### src/rtl/hilo_pkg.sv
// hilo_pkg: shared definitions for the HI/LO multiply sequencer.
//   - op_t / OP_* : operation encoding presented by the control unit
//   - state_t     : sequencer states
//   - MULT_STEPS_DEF : default number of multiplier shift steps
package hilo_pkg;

  typedef logic [1:0] op_t;

  localparam op_t OP_NOP  = 2'b00;
  localparam op_t OP_MULT = 2'b01;
  localparam op_t OP_MTHI = 2'b10;
  localparam op_t OP_MTLO = 2'b11;

  typedef enum logic [1:0] {
    ST_IDLE    = 2'b00,
    ST_START   = 2'b01,
    ST_WAIT    = 2'b10,
    ST_CAPTURE = 2'b11
  } state_t;

  localparam int MULT_STEPS_DEF = 32;

endpackage

### src/rtl/hilo_ctrl_if.sv
// hilo_ctrl_if: request / read bus between the control unit and hilo_ctrl.
//   op_valid, op, rs_data, rt_data : operation request (held until op_ready)
//   op_ready                       : request accepted on valid && ready at an edge
//   rd_sel, rd_data, rd_stall      : MFHI/MFLO read port (1 = HI, 0 = LO)
// Modports: master = control unit side, slave = hilo_ctrl side.
interface hilo_ctrl_if;
  import hilo_pkg::*;

  logic        op_valid;
  op_t         op;
  logic [31:0] rs_data;
  logic [31:0] rt_data;
  logic        op_ready;
  logic        rd_sel;
  logic [31:0] rd_data;
  logic        rd_stall;

  modport master (
    output op_valid, op, rs_data, rt_data, rd_sel,
    input  op_ready, rd_data, rd_stall
  );

  modport slave (
    input  op_valid, op, rs_data, rt_data, rd_sel,
    output op_ready, rd_data, rd_stall
  );

endinterface

### src/rtl/hilo_ctrl.sv
// hilo_ctrl: sequencer and architectural HI/LO registers for the multiply path.
// Ports:
//   clk, reset        : clock, asynchronous active-high reset
//   bus (slave)       : operation request and MFHI/MFLO read port
//   mult_start        : one-cycle start pulse to the Booth multiplier
//   mult_a, mult_b    : registered multiplier / multiplicand operands
//   mult_hi, mult_lo  : multiplier result, sampled only in CAPTURE
//   busy              : multiply in flight
//   done              : one-cycle pulse after HI/LO capture
//   hi, lo            : architectural registers
// The multiplier has no done output, so its fixed latency is counted here.
module hilo_ctrl
  import hilo_pkg::*;
#(
  parameter int MULT_STEPS = MULT_STEPS_DEF
) (
  input  logic        clk,
  input  logic        reset,
  hilo_ctrl_if.slave  bus,
  output logic        mult_start,
  output logic [31:0] mult_a,
  output logic [31:0] mult_b,
  input  logic [31:0] mult_hi,
  input  logic [31:0] mult_lo,
  output logic        busy,
  output logic        done,
  output logic [31:0] hi,
  output logic [31:0] lo
);

  localparam int CNT_W = $clog2(MULT_STEPS) + 1;
  localparam logic [CNT_W-1:0] STEPS_C = CNT_W'(MULT_STEPS);

  state_t           state_q;
  logic [CNT_W-1:0] cnt_q;
  logic [31:0]      hi_q;
  logic [31:0]      lo_q;
  logic [31:0]      mult_a_q;
  logic [31:0]      mult_b_q;
  logic             mult_start_q;
  logic             done_q;

  // Sequencer FSM, cycle counter and architectural registers.
  always_ff @(posedge clk or posedge reset) begin
    if (reset) begin
      state_q      <= ST_IDLE;
      cnt_q        <= {CNT_W{1'b0}};
      hi_q         <= 32'h0000_0000;
      lo_q         <= 32'h0000_0000;
      mult_a_q     <= 32'h0000_0000;
      mult_b_q     <= 32'h0000_0000;
      mult_start_q <= 1'b0;
      done_q       <= 1'b0;
    end else begin
      // done is a single-cycle pulse; only CAPTURE raises it again.
      done_q <= 1'b0;
      case (state_q)
        ST_IDLE: begin
          if (bus.op_valid) begin
            case (bus.op)
              OP_MULT: begin
                mult_a_q     <= bus.rs_data;
                mult_b_q     <= bus.rt_data;
                mult_start_q <= 1'b1;
                state_q      <= ST_START;
              end
              OP_MTHI: hi_q <= bus.rs_data;
              OP_MTLO: lo_q <= bus.rs_data;
              default: ;
            endcase
          end else begin
            state_q <= ST_IDLE;
          end
        end
        // Multiplier samples start and operands at this edge.
        ST_START: begin
          mult_start_q <= 1'b0;
          cnt_q        <= STEPS_C;
          state_q      <= ST_WAIT;
        end
        // One edge per multiplier shift step; leave when the last step lands.
        ST_WAIT: begin
          cnt_q <= cnt_q - CNT_W'(1);
          if (cnt_q == CNT_W'(1)) begin
            state_q <= ST_CAPTURE;
          end else begin
            state_q <= ST_WAIT;
          end
        end
        ST_CAPTURE: begin
          hi_q    <= mult_hi;
          lo_q    <= mult_lo;
          done_q  <= 1'b1;
          state_q <= ST_IDLE;
        end
        default: begin
          state_q      <= ST_IDLE;
          mult_start_q <= 1'b0;
        end
      endcase
    end
  end

  assign bus.op_ready = (state_q == ST_IDLE);
  assign bus.rd_stall = (state_q != ST_IDLE);
  assign bus.rd_data  = bus.rd_sel ? hi_q : lo_q;

  assign busy       = (state_q != ST_IDLE);
  assign done       = done_q;
  assign hi         = hi_q;
  assign lo         = lo_q;
  assign mult_a     = mult_a_q;
  assign mult_b     = mult_b_q;
  assign mult_start = mult_start_q;

endmodule

### src/flat_wrapper.sv
// flat-port wrapper written by rule: the top's interface ports become plain ports
module hilo_ctrl_flat import hilo_pkg::*;
#(
  parameter int MULT_STEPS = MULT_STEPS_DEF
)
  (clk, reset, mult_start, mult_a, mult_b, mult_hi, mult_lo, busy, done, hi, lo, bus_op_valid, bus_op, bus_rs_data, bus_rt_data, bus_rd_sel, bus_op_ready, bus_rd_data, bus_rd_stall);
  hilo_ctrl_if bus_i ();
  input  logic clk;
  input  logic reset;
  output logic mult_start;
  output logic [31:0] mult_a;
  output logic [31:0] mult_b;
  input  logic [31:0] mult_hi;
  input  logic [31:0] mult_lo;
  output logic busy;
  output logic done;
  output logic [31:0] hi;
  output logic [31:0] lo;
  input wire logic [$bits(bus_i.op_valid)-1:0] bus_op_valid;
  input wire logic [$bits(bus_i.op)-1:0] bus_op;
  input wire logic [$bits(bus_i.rs_data)-1:0] bus_rs_data;
  input wire logic [$bits(bus_i.rt_data)-1:0] bus_rt_data;
  input wire logic [$bits(bus_i.rd_sel)-1:0] bus_rd_sel;
  output wire logic [$bits(bus_i.op_ready)-1:0] bus_op_ready;
  output wire logic [$bits(bus_i.rd_data)-1:0] bus_rd_data;
  output wire logic [$bits(bus_i.rd_stall)-1:0] bus_rd_stall;
  assign bus_i.op_valid = bus_op_valid;
  assign bus_i.op = bus_op;
  assign bus_i.rs_data = bus_rs_data;
  assign bus_i.rt_data = bus_rt_data;
  assign bus_i.rd_sel = bus_rd_sel;
  assign bus_op_ready = bus_i.op_ready;
  assign bus_rd_data = bus_i.rd_data;
  assign bus_rd_stall = bus_i.rd_stall;
  hilo_ctrl #(.MULT_STEPS(MULT_STEPS)) u_core (.clk(clk), .reset(reset), .bus(bus_i), .mult_start(mult_start), .mult_a(mult_a), .mult_b(mult_b), .mult_hi(mult_hi), .mult_lo(mult_lo), .busy(busy), .done(done), .hi(hi), .lo(lo));
endmodule
### config.mk
export PLATFORM = sky130hd
export DESIGN_NAME = hilo_ctrl_flat
export DESIGN_NICKNAME = d
export VERILOG_FILES = /design/src/rtl/hilo_pkg.sv /design/src/rtl/hilo_ctrl_if.sv /design/src/rtl/hilo_ctrl.sv /design/src/flat_wrapper.sv
export SDC_FILE = /design/constraint.sdc
export NUM_CORES = 1
export LEC_CHECK = 0
export ABC_AREA = 1
export BUFFER_PORTS_ARGS = -buffer_cell sky130_fd_sc_hd__buf_2
export CELL_PAD_IN_SITES_DETAIL_PLACEMENT = 0
export CELL_PAD_IN_SITES_GLOBAL_PLACEMENT = 1
export CORE_UTILIZATION = 30
export CTS_CLUSTER_DIAMETER = 120
export DETAILED_ROUTE_END_ITERATION = 8
export HOLD_SLACK_MARGIN = 0.02
export PLACE_DENSITY = 0.76
export REMOVE_ABC_BUFFERS = 1
export SETUP_SLACK_MARGIN = 0.2
export SLEW_MARGIN = 5
export SYNTH_ARGS = -nofsm -noshare
export SYNTH_HDL_FRONTEND = slang
export SYNTH_SLANG_ARGS = --single-unit
### constraint.sdc
create_clock -name clk -period 4.08 [get_ports clk]
set_input_delay 0.408 -clock clk [delete_from_list [all_inputs] [get_ports clk]]
set_output_delay 0.408 -clock clk [all_outputs]
set_load 0.05 [all_outputs]
* Word level (Yosys, flattened, before mapping)
Cells that the tools add are included.
** Storage, ports and cells
- Logic and storage cells :: 46
- Register bits :: 138
- Bits of input ports :: 134
- Output and inout port bits :: 165
** Cells by class
- $add $sub $neg :: 1
- Equality and inequality tests :: 12
- Reductions and logical operators :: 9
- Mux-type cells :: 16
** Operators by type and width (count)
- $mux 32 :: 5
- $pmux 32 s2 :: 2
- $pmux 6 s2 :: 1
- $reduce_and 3->1 :: 4
- $eq 2x2->1 const B :: 4
- $pmux 2 s4 :: 1
- $reduce_bool 2->1 :: 4
- $eq 6x1->1 const B :: 1
- $ne 2x1->1 const B :: 3
- $sub 6x1->6 const B :: 1
- $eq 2x1->1 const B :: 2
- $mux 1 :: 4
- $mux 2 :: 2
- $ne 3x2->1 const B :: 1
- $logic_not 2->1 :: 1
- $ne 2x2->1 const B :: 1
- $pmux 1 s2 :: 1

* Longest topological paths before layout
Gate-level depths: netlist of the first run.
- Depth after elaboration :: 4
- Mapped depth :: 9
- Gate-level depth less buffers :: 8

* Worst setup path before layout of the first run
OpenSTA, ideal clock, no wires.
- Path kind :: register to register
- From :: register u_core.state_q[0]
- To :: register u_core.hi_q[0] (netlist: u_core.hi[0])
- Arrival time :: 2.092 ns
- Buffers on the path :: 2
- Library setup time :: 0.067 ns
- Data required time :: 4.013 ns
- Setup slack :: 1.922 ns
- Stages on the path, launching flop included :: 9
- Clock period less this slack :: 2.158 ns
- Path through :: dfrtp_1 > inv_1 > ha_1 > inv_1 > nand2_2 > buf_2 > buf_2 > nand3_1 > nand2_1
** Between the ends
- Longest elaborated chain between the ends :: 3
- Elaborated cells on any way between the ends :: 7
- Those cells by class :: 3 x eq/ne; 1 x mux; 3 x reduce/logical
** RTL lines
- start, declared :: line hilo_ctrl.sv:34 : state_t state_q;
- start signal, assigned :: line hilo_ctrl.sv:46 : state_q <= ST_IDLE;
- start signal, assigned :: line hilo_ctrl.sv:65 : state_q <= ST_START;
- start signal, assigned :: line hilo_ctrl.sv:72 : state_q <= ST_IDLE;
- $logic_not 2->1 *
- via bus_op_ready :: line flat_wrapper.sv:24 : output wire logic [$bits(bus_i.op_ready)-1:0] bus_op_ready;
- $ne 2x1->1 (no source line), or another cell as far along
- $reduce_and 3->1 (no source line)
- end signal, assigned :: line hilo_ctrl.sv:67 : OP_MTHI: hi_q <= bus.rs_data;
- end signal, assigned :: line hilo_ctrl.sv:91 : hi_q <= mult_hi;
- end, declared :: line hilo_ctrl.sv:36 : logic [31:0] hi_q;
Mark *: on every way through the listed nets, which the timed path passes. The rest lies on a longest branch.
A chain may end at the register's enable or synchronous reset.

* Worst setup path in the final report of the first run
- From :: register u_core.state_q[0]
- To :: register u_core.mult_a_q[12] (netlist: u_core.mult_a[12])
** Between the ends
- Longest elaborated chain between the ends :: 2
** RTL lines
- $logic_not 2->1 :: line hilo_ctrl.sv:57 : case (state_q)
- $reduce_and 3->1 (no source line)
- end signal, assigned :: line hilo_ctrl.sv:62 : mult_a_q <= bus.rs_data;
- end, declared :: line hilo_ctrl.sv:38 : logic [31:0] mult_a_q;
No other way between the ends.

==> results of run 1 <==
logic make-up after synthesis:
logic type      Yosys count  synth area share
compound gates            9           0.00694
buf+inv                  70            0.0539
flops                   138             0.518
mux                      32            0.0541
fa+ha+maj                 6            0.0113
simple gates            579             0.356
cells in the mapped netlist:
master and count:
sky130_fd_sc_hd__a21oi_1 3, sky130_fd_sc_hd__buf_2 32, sky130_fd_sc_hd__buf_4 5, sky130_fd_sc_hd__buf_6 5, sky130_fd_sc_hd__clkbuf_1 13, sky130_fd_sc_hd__dfrtp_1 138, sky130_fd_sc_hd__ha_1 6, sky130_fd_sc_hd__inv_1 13
sky130_fd_sc_hd__inv_2 2, sky130_fd_sc_hd__mux2_1 2, sky130_fd_sc_hd__mux2_2 30, sky130_fd_sc_hd__nand2_1 429, sky130_fd_sc_hd__nand2_2 3, sky130_fd_sc_hd__nand3_1 134, sky130_fd_sc_hd__nand3_2 2, sky130_fd_sc_hd__nand3b_1 1
sky130_fd_sc_hd__nand4_1 1, sky130_fd_sc_hd__nor2_1 7, sky130_fd_sc_hd__nor2_2 1, sky130_fd_sc_hd__o21ai_0 5, sky130_fd_sc_hd__o22ai_1 1, sky130_fd_sc_hd__or2_2 1
routing by layer:
| metal | track usage | routed length (µm) |
|---|---|---|
| met4 | 0.0650 | 301 |
| met1 | 0.251 | 9850 |
| met5 | 0 | 0 |
| met2 | 0.324 | 10600 |
| met3 | 0.0584 | 1680 |
state kept, by name (all words and copies together), names as in the netlist:
register / cells
u_core.lo: 32
u_core.cnt_q: 6
u_core.mult_a: 32
u_core.mult_b: 32
u_core.done: 1
u_core.hi: 32
u_core.state_q: 2
u_core.mult_start: 1
placed cells by master (no fill, tap or decap), types with 3 or more instances in the layout:
cell	n
sky130_fd_sc_hd__a21oi_1	3
sky130_fd_sc_hd__buf_2	298
sky130_fd_sc_hd__buf_4	8
sky130_fd_sc_hd__bufinv_16	4
sky130_fd_sc_hd__clkbuf_16	17
sky130_fd_sc_hd__clkbuf_8	3
sky130_fd_sc_hd__dfrtp_1	138
sky130_fd_sc_hd__ha_1	5
sky130_fd_sc_hd__inv_1	12
sky130_fd_sc_hd__mux2_2	30
sky130_fd_sc_hd__nand2_1	428
sky130_fd_sc_hd__nand2_2	4
sky130_fd_sc_hd__nand3_1	134
sky130_fd_sc_hd__nor2_1	7
sky130_fd_sc_hd__o21ai_0	5
report_power, final:
group	total (mW)	leakage [nW]	switching, mW	internal, mW
Sequential	2.49	1.71	0.467	2.03
Combinational	5.08	3.11	3.98	1.09
Clock	1.67	0.305	0.603	1.07
Total	9.24	5.13	5.05	4.19
worst min path at each step:
stage	slack, ps	to	start
2_1_floorplan	470	u_core.cnt_q[5]$_DFFE_PP0P_	u_core.cnt_q[5]$_DFFE_PP0P_
3_3_place_gp	450	u_core.mult_a[27]$_DFFE_PP0P_	u_core.mult_a[27]$_DFFE_PP0P_
3_5_place_dp	450	u_core.mult_a[26]$_DFFE_PP0P_	u_core.mult_a[26]$_DFFE_PP0P_
4_1_cts	200	u_core.mult_b[18]$_DFFE_PP0P_	bus_rt_data[18]
5_1_grt	210	u_core.mult_b[8]$_DFFE_PP0P_	bus_rt_data[8]
6_report	150	u_core.mult_b[18]$_DFFE_PP0P_	reset
worst max-delay path: cells and delay by family, from the launching register on:
| family | cells | cell delay, ps |
|---|---|---|
| adders and majority gates | 1 | 220 |
| buffers and inverters | 4 | 1520 |
| DFF | 1 | 410 |
| and+or+nand+nor | 4 | 410 |
area by class of cell:
class | instances | area, µm² | area share
inverter | 15 | 61.3 | 0.00686
multi-input combinational | 626 | 2860 | 0.320
sequential | 138 | 3450 | 0.386
tap | 280 | 350 | 0.0392
clock buffer | 20 | 467 | 0.0522
timing repair buffer | 307 | 1570 | 0.176
antenna | 1 | 2.50 | 0.000280
clock inverter | 10 | 166 | 0.0186
metrics by stage:
stage	instance area [µm²]	total power, mW	utilization
final	8940	9.24	0.409
after global placement	8300	7.57	0.380
after floorplan	6360	6.29	-
after CTS	8930	9.32	0.409
after global routing	8930	9.76	0.409
after detailed placement	8300	7.62	0.380
==> summary.md, run 1 <==
| Metric | Value |
|---|---|
| Maximum fanout encountered on the critical timing path | 65 |
| Final critical-path required period | 2710 ps |
| Pre-CTS setup slack | 1400 ps |
| Latest clock arrival within the worst-skew pair | 420 ps |
| Via count of the first global-routing pass | 6,054 |
| Placed Cells incl. Taps | 1,366 |
| Least setup slack across all paths after layout | 1370 ps |
| Transition time at the pin with the least slew margin | 937 ps |
| Max Clock Skew | 10.4 ps |
| Hold_buf cts | 0 |
| Tcrit/Tclk final | 0.665 |
| Clock tree from TritonCTS | built |
| Cts bufs inserted | 17 |
| Type of the worst setup path | register to register |
| Number of gates given a new drive strength after cts | 0 |
| VDD IR max | 0.000447 V |
| Power density normalized to cell area | 1030 mW/mm² |
| Cell types occupying the most area after synthesis | sky130_fd_sc_hd__dfrtp_1, sky130_fd_sc_hd__nand2_1, sky130_fd_sc_hd__nand3_1 |
| Min-Delay Path Class | input port to async pin |
| Number of pins exceeding their max-slew limit in the final report | 0 |
| Finish-stage setup viols | 0 |
| Share of the synthesized area in the top cell type | 0.518 |
| Final HPWL from detailed placement | 14,800 µm |
| Number of synthesized register bits | 138 |
| Fill cell total of the finished layout | 2,266 |
| Die span in x | 151 µm |
| Vertical extent of the die | 151 µm |
| Buffer type at the clock tree root | sky130_fd_sc_hd__clkbuf_16 |
| Worst path max stage delay | 550 ps |
| Layout cells sized above 1 | 0.340 |
| Maximum clock path buffer count | 2 |
| Worst setup path end | u_core.mult_a[12]$_DFFE_PP0P_ |
| Vias per std cell | 4.65 |
| Clk sinks | 138 |
| Outcome | completed |
| H-tree depth | 4 |
| FMAX | 369 MHz |
| Starting Density | 0.305 |
| Drt pass-1 iters | 5 |
| Final RePlAce weighted congestion | 0.742 |
| Number of violations reported at the end of detailed-routing iteration 0 | 294 |
| Floorplan core area | 0.0218 mm² |
| Data required, critical path | 4380 ps |
| Worst hold slack | 154 ps |
| FF-to-FF path depth | 9 |
| Count of cell types in the netlist | 22 |
| Number of nets in the finished design | 1,245 |
| Slew Limit Headroom | 0.375 |
| Final hold vios | 0 |
| Summed negative setup slack over all endpoints | 0 ps |
| Port-buffer cells | 298 |
| RSZ-0062 raised after global routing | no |
| Global-route wire length before repair | 33,900 µm |
| Pleak | 5.13 nW |
| Portion of the post-synthesis area used by sequential elements | 0.518 |
| Post-CTS setup buffer count | 0 |
| DR vias | 6,496 |
| Startpoint Class | register |
| Summed instance area of the synthesized netlist | 0.00667 mm² |
| Data arrival time of the critical path | 3010 ps |
| Layout overhead on the synthesized area | 34.0% |
| Pin count of the biggest net entering global routing | 99 |
| Synthesized area per cell | 7.99 µm² |
| Detail-routed net length per standard cell | 16.0 µm |
| Initial antenna violation count | 1 |
| Final wirelength | 22,400 µm |
| Kind of end point of the critical path | register |
| GR Util All Layers | 0.199 |
| Syn. warnings | 0 |
| Ordered cell list for the critical path | inv_1 -> ha_1 -> nand2_1 -> inv_2 -> buf_4 -> nand2_2 -> buf_4 -> nand2_1 -> nand2_1 |
| Launching instance or port of the critical path | u_core.state_q[0]$_DFFE_PP0P_ |
| Full die area | 0.0228 mm² |
| Top-level port count | 299 |
| Non-filler instance count after layout | 1,397 |
| Final global-route overflow total | 0 |
| Antenna Violating Nets Remaining | 0 |
| Cell type with the highest aggregate area in the netlist | sky130_fd_sc_hd__dfrtp_1 |
| Most common cell on crit path | sky130_fd_sc_hd__nand2_1 |
| Register clock-pin slew on the reported worst setup and hold paths | 60 ps |
| Remaining routing DRC violations | 0 |
| Gate count of the mapped netlist | 834 |
| Crit path max-delay cell type | sky130_fd_sc_hd__buf_4 |
| FF-to-FF setup slack | 1370 ps |
| # rows | 54 |
| Worst reg2reg endpoint | u_core.mult_a[12]$_DFFE_PP0P_ |
| Total of max-cap violations | 0 |
| Launching point of the worst reg2reg path | u_core.state_q[0]$_DFFE_PP0P_ |
Power figures use the tool's default switching activity.
==> run 2, diff against run 1 <==
==> constraint.sdc (replaced) <==
create_clock -name clk -period 2.2 [get_ports clk]
set_input_delay 0.22 -clock clk [delete_from_list [all_inputs] [get_ports clk]]
set_output_delay 0.22 -clock clk [all_outputs]
set_load 0.05 [all_outputs]
==> run 2 against run 1 <==
Against the previous run: clock skew down 4.9 ps; sequential share of layout area down 0.53 points; hold slack worse by 120 ps; critical endpoint is now bus_rd_stall; largest power group unchanged; highest routed layer unchanged.
==> summary.md, run 2 (synthesized netlist as in run 1, its figures left out) <==
| Metric | Value |
|---|---|
| Outcome | completed |
| Final global-route overflow total | 0 (unchanged) |
| Top-level port count | 299 (unchanged) |
| Latest clock arrival within the worst-skew pair | 420 ps (about the same) |
| GR Util All Layers | 0.204 (+0.00511) |
| Starting Density | 0.305 (unchanged) |
| FF-to-FF path depth | 9 (unchanged) |
| Min-Delay Path Class | input port to register |
| Launching point of the worst reg2reg path | u_core.state_q[0]$_DFFE_PP0P_ |
| RSZ-0062 raised after global routing | no |
| Final RePlAce weighted congestion | 0.789 (+6.3%) |
| Tcrit/Tclk final | 0.824 |
| Vertical extent of the die | 151 µm (unchanged) |
| Number of pins exceeding their max-slew limit in the final report | 0 (unchanged) |
| Port-buffer cells | 298 (unchanged) |
| Type of the worst setup path | register to output port |
| Via count of the first global-routing pass | 6,291 (+3.9%) |
| Buffer type at the clock tree root | sky130_fd_sc_hd__clkbuf_16 |
| Layout overhead on the synthesized area | 35.9% |
| Number of nets in the finished design | 1,262 (+1.4%) |
| Finish-stage setup viols | 0 (unchanged) |
| Final critical-path required period | 1810 ps |
| Number of violations reported at the end of detailed-routing iteration 0 | 250 (-15%) |
| Data required, critical path | 1980 ps (-2400 ps) |
| Kind of end point of the critical path | output port |
| Transition time at the pin with the least slew margin | 592 ps (-345 ps) |
| Drt pass-1 iters | 4 (-1) |
| Placed Cells incl. Taps | 1,382 (+1.2%) |
| Non-filler instance count after layout | 1,416 (+1.4%) |
| Maximum clock path buffer count | 2 (unchanged) |
| Pin count of the biggest net entering global routing | 59 (-40%) |
| Area occupied by multi-input gates | 0.00286 mm² (unchanged) |
| Die span in x | 151 µm (unchanged) |
| Total power after layout | 17.0 mW (+84%) |
| # rows | 54 (unchanged) |
| Pre-CTS setup slack | 446 ps (-956 ps) |
| Hold EP | u_core.mult_b[8]$_DFFE_PP0P_ |
| Clock tree from TritonCTS | built |
| H-tree depth | 4 (unchanged) |
| Vias per std cell | 4.67 (+0.36%) |
| FF-to-FF setup slack | 430 ps (-940 ps) |
| Final wirelength | 23,100 µm (+2.9%) |
| Final hold vios | 0 (unchanged) |
| Layout cells sized above 1 | 0.349 (+0.00929) |
| Initial antenna violation count | 0 (-1) |
| Register clock-pin slew on the reported worst setup and hold paths | 60 ps (about the same) |
| Post-detailed-placement cell area | 0.00846 mm² (+1.9%) |
| Clk sinks | 138 (unchanged) |
| Leading cell types in the layout, fill and taps excluded | sky130_fd_sc_hd__nand2_1, sky130_fd_sc_hd__buf_2, sky130_fd_sc_hd__dfrtp_1, sky130_fd_sc_hd__nand3_1, sky130_fd_sc_hd__mux2_2 |
| Utilization after layout | 0.415 (+0.00568) |
| Register cell area after layout | 0.00345 mm² (unchanged) |
| Max Clock Skew | 5.43 ps (-4.92 ps) |
| DR vias | 6,608 (+1.7%) |
| Global-route wire length before repair | 34,800 µm (+2.5%) |
| Most frequent standard cell in the layout excluding fill and tap cells | sky130_fd_sc_hd__nand2_1 |
| Slew Limit Headroom | 0.605 (+0.230) |
| FMAX | 552 MHz |
| Final cell area excluding filler cells | 0.00906 mm² (+1.4%) |
| Startpoint Class | register |
| Cts bufs inserted | 17 (unchanged) |
| Power density normalized to cell area | 1880 mW/mm² (+81%) |
| Source of the worst hold timing path | bus_rt_data[8] |
| Least setup slack across all paths after layout | 388 ps (-980 ps) |
| WHS Path Cells | 3 |
| Worst reg2reg endpoint | u_core.lo[8]$_DFFE_PP0P_ |
| Floorplan core area | 0.0218 mm² (unchanged) |
| Fill cell total of the finished layout | 2,266 (unchanged) |
| Detail-routed net length per standard cell | 16.3 µm (+1.5%) |
| Worst hold slack | 34.3 ps (-119 ps) |
| Maximum fanout encountered on the critical timing path | 4 (-94%) |
| Total of max-cap violations | 0 (unchanged) |
| Full die area | 0.0228 mm² (unchanged) |
| VDD IR max | 0.00105 V (+130%) |
| Summed negative setup slack over all endpoints | 0 ps (unchanged) |
| Final HPWL from detailed placement | 16,000 µm (+7.7%) |
| Remaining routing DRC violations | 0 (unchanged) |
| Antenna Violating Nets Remaining | 0 (unchanged) |
| Pleak | 5.20 nW (+1.3%) |
| Data arrival time of the critical path | 1590 ps (-1420 ps) |
## run 2: report_power, final
group	switching (mW)	internal [mW]
combinational	7.37	2.08
clock	1.18	1.71
sequential	0.892	3.76
## run 2: how the worst max path moves through the flow
stage	start	endpoint	cells past startpoint
after floorplan	reset	u_core.cnt_q[0]$_DFFE_PP0P_	1
after global placement	u_core.state_q[0]$_DFFE_PP0P_	u_core.state_q[0]$_DFFE_PP0P_	7
after detailed placement	u_core.state_q[0]$_DFFE_PP0P_	u_core.state_q[0]$_DFFE_PP0P_	7
after CTS	u_core.state_q[0]$_DFFE_PP0P_	bus_rd_stall	4
after global routing	u_core.state_q[0]$_DFFE_PP0P_	u_core.lo[20]$_DFFE_PP0P_	9
final	u_core.state_q[0]$_DFFE_PP0P_	bus_rd_stall	4
## run 2: layout make-up
type / count / share of cell area
Antenna cell: 1 / 0.000276
Clock buffer: 19 / 0.0489
Clock inverter: 13 / 0.0157
Inverter: 15 / 0.00677
Multi-Input combinational cell: 626 / 0.316
Sequential cell: 138 / 0.381
Tap cell: 280 / 0.0387
Timing Repair Buffer: 324 / 0.192
## run 2: layer usage
| metal | global-route usage | up-vias | wire, µm |
|---|---|---|---|
| li1 | - | 3238 | - |
| met1 | 0.260 | 3123 | 10300 |
| met2 | 0.348 | 230 | 11000 |
| met3 | 0.0461 | 17 | 1490 |
| met4 | 0.0515 | 0 | 211 |
| met5 | 0 | - | 0 |
## run 2: critical path, stage by stage, from the launching register on
cell and delay [ps]:
sky130_fd_sc_hd__dfrtp_1 400, sky130_fd_sc_hd__inv_1 80, sky130_fd_sc_hd__ha_1 230, sky130_fd_sc_hd__inv_1 160, sky130_fd_sc_hd__buf_2 300
## run 2: what timing repair did
action / CTS / global route
hold buffers: 1 / 0
gates resized for setup: 0 / 1
hold endpoints to repair: 42 / 0
setup buffers: 0 / 0
endpoints found under the setup margin: 0 / 3
==> run 3, diff against run 2 <==
==> constraint.sdc (replaced) <==
create_clock -name clk -period 1.6 [get_ports clk]
set_input_delay 0.16 -clock clk [delete_from_list [all_inputs] [get_ports clk]]
set_output_delay 0.16 -clock clk [all_outputs]
set_load 0.05 [all_outputs]
==> run 3 against run 2 <==
Against the previous run: count of clock-buffer cells in the layout increased by 1; register-to-register slack worse by 380 ps; hold slack worse by 6.0 ps; sequential share of layout area is 7.9 points lower; clock power rose by 53%; total power is 58% higher; combinational power increased by 68%; final cell count increased by 10%; sequential cell count is the same; final area is 26% higher; routed wire length up 23%; non-clock buffer count is 145 higher.
==> summary.md, run 3 (synthesized netlist as in run 1, its figures left out) <==
| Metric | Value |
|---|---|
| Final wirelength | 28,400 µm (+23%) |
| Top-level port count | 299 (unchanged) |
| Total of max-cap violations | 0 (unchanged) |
| Full die area | 0.0228 mm² (unchanged) |
| Fill cell total of the finished layout | 2,068 (-8.7%) |
| Layout cells sized above 1 | 0.402 (+0.0534) |
| Drt pass-1 iters | 4 (unchanged) |
| GR Util All Layers | 0.221 (+0.0170) |
| VDD IR max | 0.00125 V (+20%) |
| Power density normalized to cell area | 2340 mW/mm² (+25%) |
| Buffer type at the clock tree root | sky130_fd_sc_hd__clkbuf_16 |
| Summed negative setup slack over all endpoints | 0 ps (unchanged) |
| Final hold vios | 0 (unchanged) |
| Layout overhead on the synthesized area | 71.7% |
| Clock tree from TritonCTS | built |
| FMAX | 644 MHz |
| Floorplan core area | 0.0218 mm² (unchanged) |
| Port-buffer cells | 298 (unchanged) |
| Max Clock Skew | 10.8 ps (+5.33 ps) |
| Min-Delay Path Class | input port to register |
| N_diodes | 0 (-1) |
| Met3 capacity usage during global routing | 0.0452 (-0.000904) |
| Via count of the first global-routing pass | 6,752 (+7.3%) |
| Transition time at the pin with the least slew margin | 451 ps (-141 ps) |
| Initial antenna violation count | 0 (unchanged) |
| Detail-routed net length per standard cell | 18.2 µm (+12%) |
| Outcome | completed |
| Register cell area after layout | 0.00345 mm² (about the same) |
| Vertical extent of the die | 151 µm (unchanged) |
| Die span in x | 151 µm (unchanged) |
| Data arrival time of the critical path | 1390 ps (-200 ps) |
| Tcrit/Tclk final | 0.971 |
| Final HPWL from detailed placement | 16,200 µm (+1.3%) |
| Starting Density | 0.305 (unchanged) |
| Remaining routing DRC violations | 0 (unchanged) |
| Pleak | 6.31 nW (+21%) |
| H-tree depth | 4 (unchanged) |
| Share of power burned in combinational logic | 0.596 (+0.040) |
| Number of violations reported at the end of detailed-routing iteration 0 | 290 (+16%) |
| Type of the worst setup path | register to output port |
| Global routing usage on met2 | 0.386 (+0.0383) |
| Final RePlAce weighted congestion | 0.776 (-1.6%) |
| Startpoint Class | register |
| Slew Limit Headroom | 0.699 (+0.0941) |
| Met1 usage | 0.278 (+0.0186) |
| Cell Int Power | 13.0 mW (+72%) |
| # rows | 54 (unchanged) |
| DR vias | 7,353 (+11%) |
| Latest clock arrival within the worst-skew pair | 420 ps (about the same) |
| Proportion of total power due to net switching | 0.515 (-0.0406) |
| Leading cell types in the layout, fill and taps excluded | sky130_fd_sc_hd__nand2_1, sky130_fd_sc_hd__buf_2, sky130_fd_sc_hd__dfrtp_1, sky130_fd_sc_hd__nand3_1, sky130_fd_sc_hd__dlygate4sd3_1 |
| Placed Cells incl. Taps | 1,388 (+0.43%) |
| Cts bufs inserted | 17 (unchanged) |
| Finish-stage setup viols | 0 (unchanged) |
| Clk sinks | 138 (unchanged) |
| Clock share of power | 0.165 (-0.005) |
| Area occupied by multi-input gates | 0.00315 mm² (+10%) |
| Number of nets in the finished design | 1,408 (+12%) |
| Antenna Violating Nets Remaining | 0 (unchanged) |
| Most frequent standard cell in the layout excluding fill and tap cells | sky130_fd_sc_hd__nand2_1 |
| Non-filler instance count after layout | 1,560 (+10%) |
| Number of pins exceeding their max-slew limit in the final report | 0 (unchanged) |
| RSZ-0062 raised after global routing | yes |
| Data required, critical path | 1440 ps (-540 ps) |
| Pin count of the biggest net entering global routing | 43 (-27%) |
| Most used routing layer | met2 |
| Maximum fanout encountered on the critical timing path | 4 (unchanged) |
| Maximum clock path buffer count | 2 (unchanged) |
| Register clock-pin slew on the reported worst setup and hold paths | 60 ps (about the same) |
| Global-route wire length before repair | 37,500 µm (+7.8%) |
| Kind of end point of the critical path | output port |
| Final critical-path required period | 1550 ps |
| Sw Pwr | 13.8 mW (+46%) |
| Vias per std cell | 4.71 (+1.0%) |
| Seq pwr share | 0.239 (-0.035) |
| Final global-route overflow total | 0 (unchanged) |
## run 3: cell count changes in the layout (fill, tap and decap cells not counted), moves of 13 or more
cell,before,now
sky130_fd_sc_hd__buf_8,0,16
sky130_fd_sc_hd__nand2_2,4,21
sky130_fd_sc_hd__nand2_1,428,400
sky130_fd_sc_hd__dlygate4sd3_1,1,66
sky130_fd_sc_hd__buf_2,298,260
sky130_fd_sc_hd__mux2_4,0,15
sky130_fd_sc_hd__buf_4,20,65
sky130_fd_sc_hd__buf_12,4,18
sky130_fd_sc_hd__mux2_2,30,17
sky130_fd_sc_hd__buf_6,1,28
sky130_fd_sc_hd__clkbuf_16,17,30
## run 3: power groups by stage
stage	combinational, mW	sequential, mW	clock (mW)
after global placement	13.1	6.44	0
after global routing	16.9	6.59	4.65
final	15.9	6.40	4.43
after detailed placement	13.2	6.46	0
after CTS	14.0	6.40	4.48
after floorplan	4.22	11.8	0
## run 3: path summary, 6_finish.rpt
kind	slack, ps	start	end	depth (start not counted)
max	50	u_core.state_q[0]$_DFFE_PP0P_	busy	5
max in group asynchronous	710	reset	u_core.lo[28]$_DFFE_PP0P_	4
min	30	bus_rt_data[31]	u_core.mult_b[31]$_DFFE_PP0P_	3
min reg2reg	460	u_core.mult_a[2]$_DFFE_PP0P_	u_core.mult_a[2]$_DFFE_PP0P_	2
min in group asynchronous	300	reset	u_core.mult_b[31]$_DFFE_PP0P_	3
max reg2reg	50	u_core.state_q[0]$_DFFE_PP0P_	u_core.hi[12]$_DFFE_PP0P_	10
## run 3: layer usage
metal | up-vias | part of all wire
met5 | - | 0
met4 | 0 | 0.017
met3 | 28 | 0.065
met2 | 280 | 0.49
met1 | 3507 | 0.43
li1 | 3538 | -
## run 3: per-stage QoR
step / setup slack (ps) / instance area (µm²) / hold slack (ps) / total power [mW] / utilization
floorplan: -2260 / 6360 / 309 / 16.1 / -
global placement: 83.4 / 8650 / 218 / 19.6 / 0.397
detailed placement: -5.17 / 8650 / 217 / 19.7 / 0.397
CTS: 98.5 / 10300 / 23.8 / 24.9 / 0.472
global route: -15.6 / 11400 / 18.6 / 28.1 / 0.525
finish: 46.3 / 11400 / 28.3 / 26.8 / 0.525
## run 3: critical path: stages (launching register included)
cell and delay [ps]:
sky130_fd_sc_hd__dfrtp_1 390, sky130_fd_sc_hd__inv_2 100, sky130_fd_sc_hd__ha_4 170, sky130_fd_sc_hd__inv_2 40, sky130_fd_sc_hd__buf_6 120, sky130_fd_sc_hd__buf_8 140
## run 3: what timing repair did
action	CTS	global route
endpoints found under the hold margin	100	0
buffers inserted	13	43
gates resized for setup	46	159
cloned	2	17
pin swaps	1	4
setup endpoints to repair	168	171
hold buffers	66	0
## run 3: area by class of cell
type | instances | share of cell area
clock buffer | 20 | 0.0399
tap | 280 | 0.0306
sequential | 138 | 0.302
multi-input combinational | 627 | 0.275
timing repair buffer | 469 | 0.330
inverter | 15 | 0.00612
clock inverter | 11 | 0.0169
